`src/rtl/calc_sequencer.sv`:
```
// Keypad calculator sequencer: captures operands/op from the key decoder and drives a
// bit-serial two's-complement add/sub, plus a memory register shared with the display.
module calc_sequencer #(
  parameter int WIDTH = 8,
  parameter bit SAT   = 1'b0
) (
  input  logic             Clock,
  input  logic             clearN,
  input  logic             clearIn,
  input  logic [WIDTH-1:0] numberA,
  input  logic             signedNumberA,
  input  logic [WIDTH-1:0] numberB,
  input  logic             signedNumberB,
  input  logic             operation,
  input  logic             signedOperation,
  input  logic [WIDTH-1:0] memoryOut,
  input  logic             signedMemory,
  input  logic             save_result,
  input  logic             calc_req,
  output logic [WIDTH-1:0] result,
  output logic             result_valid,
  output logic             overflow,
  output logic             busy,
  output logic             dropped,
  output logic [WIDTH-1:0] memoryIn,
  output logic [1:0]       estate
);

  localparam int CW = $clog2(WIDTH + 1);

  typedef enum logic [1:0] {
    IDLE  = 2'b00,
    SHIFT = 2'b01,
    DONE  = 2'b10
  } state_t;

  state_t state, state_nxt;

  logic [WIDTH-1:0] a_reg, b_reg;
  logic             op_reg;
  logic [WIDTH-1:0] sh_a, sh_b, sh_r;
  logic             carry;
  logic [CW-1:0]    cnt;

  // A strobe coinciding with calc_req feeds the datapath directly.
  logic [WIDTH-1:0] a_eff, b_eff;
  logic             op_eff;
  assign a_eff  = signedNumberA   ? numberA   : a_reg;
  assign b_eff  = signedNumberB   ? numberB   : b_reg;
  assign op_eff = signedOperation ? operation : op_reg;

  logic             any_strobe, last_shift;
  logic             sum_bit, carry_out, ovf_now;
  logic [WIDTH-1:0] sum_word, sat_word;

  assign any_strobe = signedNumberA | signedNumberB | signedOperation | calc_req;
  assign last_shift = (state == SHIFT) && (cnt == CW'(WIDTH - 1));
  assign sum_bit    = sh_a[0] ^ sh_b[0] ^ carry;
  assign carry_out  = (sh_a[0] & sh_b[0]) | (carry & (sh_a[0] ^ sh_b[0]));
  // On the final shift, carry is the carry into the MSB and sh_a[0] is the sign of A.
  assign ovf_now    = carry ^ carry_out;
  assign sum_word   = {sum_bit, sh_r[WIDTH-1:1]};
  assign sat_word   = sh_a[0] ? {1'b1, {(WIDTH-1){1'b0}}} : {1'b0, {(WIDTH-1){1'b1}}};

  assign busy   = (state != IDLE);
  assign estate = state;

  // NOTE: sequential state uses non-blocking assignments so every register samples pre-edge values.
  always_ff @(posedge Clock or negedge clearN) begin
    if (!clearN) state <= IDLE;
    else         state <= state_nxt;
  end

  // NOTE: next-state gets a default first so no path leaves it unassigned (no latch).
  always_comb begin
    state_nxt = state;
    if (clearIn) begin
      state_nxt = IDLE;
    end else begin
      case (state)
        IDLE:    if (calc_req) state_nxt = SHIFT;
        SHIFT:   if (last_shift) state_nxt = DONE;
        DONE:    state_nxt = IDLE;
        default: state_nxt = IDLE;
      endcase
    end
  end

  // NOTE: the memory register is a single register, so it is cleared by clearN like everything else.
  always_ff @(posedge Clock or negedge clearN) begin
    if (!clearN) begin
      a_reg        <= '0;
      b_reg        <= '0;
      op_reg       <= 1'b0;
      sh_a         <= '0;
      sh_b         <= '0;
      sh_r         <= '0;
      carry        <= 1'b0;
      cnt          <= '0;
      result       <= '0;
      overflow     <= 1'b0;
      result_valid <= 1'b0;
      dropped      <= 1'b0;
      memoryIn     <= '0;
    end else begin
      result_valid <= 1'b0;
      dropped      <= 1'b0;

      if (clearIn) begin
        a_reg    <= '0;
        b_reg    <= '0;
        op_reg   <= 1'b0;
        result   <= '0;
        overflow <= 1'b0;
        cnt      <= '0;
      end else begin
        case (state)
          IDLE: begin
            if (signedNumberA)   a_reg  <= numberA;
            if (signedNumberB)   b_reg  <= numberB;
            if (signedOperation) op_reg <= operation;
            if (calc_req) begin
              sh_a  <= a_eff;
              sh_b  <= b_eff ^ {WIDTH{op_eff}};
              carry <= op_eff;
              cnt   <= '0;
            end
          end
          SHIFT: begin
            sh_a    <= sh_a >> 1;
            sh_b    <= sh_b >> 1;
            sh_r    <= sum_word;
            carry   <= carry_out;
            cnt     <= cnt + CW'(1);
            dropped <= any_strobe;
            if (last_shift) begin
              result       <= (SAT && ovf_now) ? sat_word : sum_word;
              overflow     <= ovf_now;
              result_valid <= 1'b1;
            end
          end
          DONE:    dropped <= any_strobe;
          default: ;
        endcase
      end

      // Memory writes are accepted in every state and survive clearIn.
      if (signedMemory)     memoryIn <= memoryOut;
      else if (save_result) memoryIn <= result;
    end
  end

endmodule
```
`config.mk`:
```
export PLATFORM = sky130hd
export DESIGN_NAME = calc_sequencer
export DESIGN_NICKNAME = d
export VERILOG_FILES = /design/src/rtl/calc_sequencer.sv
export SDC_FILE = /design/constraint.sdc
export NUM_CORES = 1
export LEC_CHECK = 0
export CORE_ASPECT_RATIO = 1.25
export CORE_MARGIN = 3
export CORE_UTILIZATION = 54
export CTS_BUF_LIST = sky130_fd_sc_hd__clkbuf_2
export CTS_CLUSTER_SIZE = 10
export DETAILED_ROUTE_END_ITERATION = 10
export PLACE_DENSITY_LB_ADDON = 0.15
export SLEW_MARGIN = 20
export SYNTH_ARGS = -nofsm -noshare
export SYNTH_HDL_FRONTEND = slang
export SYNTH_SLANG_ARGS = --single-unit
```
`constraint.sdc`:
```
create_clock -name Clock -period 2.08 [get_ports Clock]
set_clock_uncertainty 0.15 [all_clocks]
set_input_delay 0.208 -clock Clock [delete_from_list [all_inputs] [get_ports Clock]]
set_output_delay 0.208 -clock Clock [all_outputs]
set_load 0.05 [all_outputs]
```
==> results.tsv <==
stage	metric	value	unit
timing	setup_viol	0	
route	dr.pass1.iters	4	
worst_setup_path	path_depth	1	
route	via_per_inst	5.77	
worst_setup_path	worst-r2r-cell-count	5	
yosys	synth_compound_area_share	15.2	%
yosys	ys_ff_latch	66	
yosys	synthSimpleGateAreaFrac	10.1	%
timing	tns	0	ps
die	ios	56	
die	fp.dieH	91.6	um
route	wl_per_cell	15.9	um
die	die_area	0.00683	sq mm
worst_setup_path	path_class	flop to output pin	
clock_tree	clock_latency	520	ps
timing	finalHoldViolCount	0	
placement	hpwl	4690	um
yosys	syn_area_per_cell	11.2	sq um
yosys	postSynthCellCount	284	
global_routing	overflow	0	
finish	area_delta_synth_final	24.8	%
clock_tree	clock-sinks	66	
worst_setup_path	r2r_setup_slack	130	ps
worst_setup_path	cp-endpoint	dropped	
worst_setup_path	crit_path_end_kind	output pin	
placement	port_buffers	55	
yosys	netlist_area	0.00317	sq mm
worst_setup_path	startpoint	dropped	
worst_setup_path	worst-endpoint-arrival	1660	ps
yosys	synth_flop_cell	dfrtp_1	
finish	nets	383	
job	max-cap-violations	0	
yosys	ys_top_cells_by_area	dfrtp_1 52%, mux2i_1 7.9%, mux2_2 5.3%	
global_routing	grt_pass1_vias	2365	
route	final_antenna_net_count	0	
worst_setup_path	cp_top_family	buffers and inverters	
pwr	peakVddDrop	0.000747	V
worst_setup_path	cp_max_fo	1	
clock_tree	clk_pin_slew	190	ps
finish	n_antenna_cell	0	
timing	slew_headroom	50.0	%
worst_setup_path	required	1720	ps
die	initial_utilization	57.0	%
yosys	synth_mux_area_share	13.9	%
timing	tightest_slew	748	ps
clock_tree	clk_path_buf_depth	2	
worst_setup_path	critPathMaxStageDelay	800	ps
pwr	p_leak	1.88	nW
worst_setup_path	path_buf_inv	1	
route	drtIter0Drc	117	
route	drc	0	
timing	rsz0062_at_grt	true	
global_routing	antenna_found_initial	0	
finish	nFillCells	434	
die	num_rows	30	
finish	drive_above_1_share	15.8	%
yosys	synth_fp_nets	323	
clock_tree	numCtsBuffers	9	
worst_setup_path	path_cells	clkdlybuf4s50_1	
min_path	hold_class	primary input to asynchronous set/reset pin	
placement	gp_congestion	0.769	
die	core_area	0.00556	sq mm
timing	fin_crit	2020	ps
yosys	yosys_warnings	0	
outcome	outcome	finished, final reports clean	
yosys	async_flop_share	100	%
global_routing	grt_max_degree	51	
global_routing	grt_pass1_wl	11100	um
yosys	synth_fa_ha_area_share	2.21	%
yosys	synthXorXnorAreaFrac	2.49	%
yosys	synth_top_family_by_area	compound AO/OA/AOI/OAI gates	
pwr	power_density	1040	mW/mm^2
worst_setup_path	timing.rr.end	cnt[3]	
yosys	synthDistinctLibCells	45	
die	die_x	74.5	um
yosys	yosysSeqAreaShare	52.1	%
timing	report.final.slew_viol_count	0	
yosys	synth_top_area_cell	dfrtp_1	
clock_tree	cts_tree	built	
finish	fin_cells	413	
yosys	synth_edf_count	0	
timing	post-route-period-util	97.1	%
worst_setup_path	reg2reg_from	estate[1]	
worst_setup_path	start_kind	flop	
global_routing	grt_usage	21.0	%
yosys	synth_top_area_share	52.1	%
clock_tree	root_buffer	clkbuf_2	
worst_setup_path	slowest_stage	clkdlybuf4s50_1	
route	vias	2382	
clock_tree	htreeDepth	3	
timing	fmax	495	MHz
route	finalWirelength	6570	um
placement	dp.cells	395	
[how the worst min path moves through the flow]
stage / from / end / slack [ps] / depth (start not counted)
after floorplan: clearN / a_reg[0] / -240 / 0
after global placement: clearN / estate[0] / 20 / 1
after CTS: clearN / memoryIn[5] / 50 / 3
after detailed placement: clearN / estate[0] / 20 / 1
final: clearN / result[1] / 50 / 3
after global routing: clearN / memoryIn[0] / 50 / 3
[Yosys cell counts, drive strengths merged (2+ instances only)]
cell type / instances
a21oi: 4
o211ai: 7
o21ai: 28
mux2i: 26
nand2: 21
ha: 4
a22o: 9
dfrtp: 66
buf: 16
clkbuf: 6
nor2: 18
inv: 4
nand2b: 2
nor2b: 2
nand3: 3
xnor2: 8
nand4: 7
nand3b: 3
mux2: 15
a211oi: 16
nor3: 2
[cell families (layout without fill, tap and decap cells)]
group | after synthesis | in the layout
AO/OA/AOI/OAI | 72 | 72
buffers and inverters | 27 | 92
XOR/XNOR | 9 | 9
adder cells (fa/ha/maj) | 5 | 5
AND/OR/NAND/NOR | 64 | 64
multiplexers | 41 | 41
flip-flops | 66 | 66
[cells in the final DEF, fill, tap and decap left out, types with 4 or more instances in the layout]
cell             netlist  layout
o211ai_1               7       7
dlygate4sd2_1          0      15
a211oi_1              16      16
o21ai_0               27      27
mux2i_1               25      25
nand4_1                7       7
dfrtp_1               66      65
a22o_1                 9       9
clkdlybuf4s50_1        0      33
mux2_2                15      15
xnor2_1                8       8
clkbuf_2               0       9
dlymetal6s2s_1         0       5
nand2_1               21      21
buf_4                  1      13
nor2_1                17      17
inv_1                  4       4
[area by class of cell]
type | instances | area (sq um) | area share [%]
clock inverter | 7 | 77.6 | 1.96
tap | 64 | 80.1 | 2.03
multi-input combinational | 191 | 1400 | 35.4
sequential | 66 | 1650 | 41.8
clock buffer | 9 | 45.0 | 1.14
timing repair buffer | 71 | 678 | 17.2
inverter | 5 | 18.8 | 0.475
[report_power, final]
part	internal [mW]	switching (mW)	total, mW
Clock	0.287	0.507	0.795
Sequential	1.63	0.208	1.83
Combinational	0.660	0.823	1.48
[stage by stage]
step	power [mW]	setup WS [ps]	utilization, %	cell area [sq um]	hold WS, ps
2_1_floorplan	2.89	24.2	-	3170	-238
3_3_place_gp	3.29	102	68.5	3810	19.3
3_5_place_dp	3.34	36.2	68.5	3810	15.5
4_1_cts	4.12	1.50	70.8	3930	45.9
5_1_grt	4.39	-21.9	71.2	3950	52.2
6_report	4.11	59.3	71.2	3950	50.6
[repair_timing]
item | CTS | global route
gates resized for setup | 16 | 8
hold buffers | 2 | 0
buffers inserted | 0 | 0
pin swaps | 0 | 0
endpoints found under the hold margin | 66 | 0
setup endpoints to repair | 18 | 14
[metal layers]
metal	track usage [%]	part of all wire, %	wire length [um]
met5	0	0	0
met4	8.01	1.3	87
met3	4.06	4.5	298
met2	34.4	50	3280
met1	27.2	44	2910
Power figures use the tool's default switching activity.
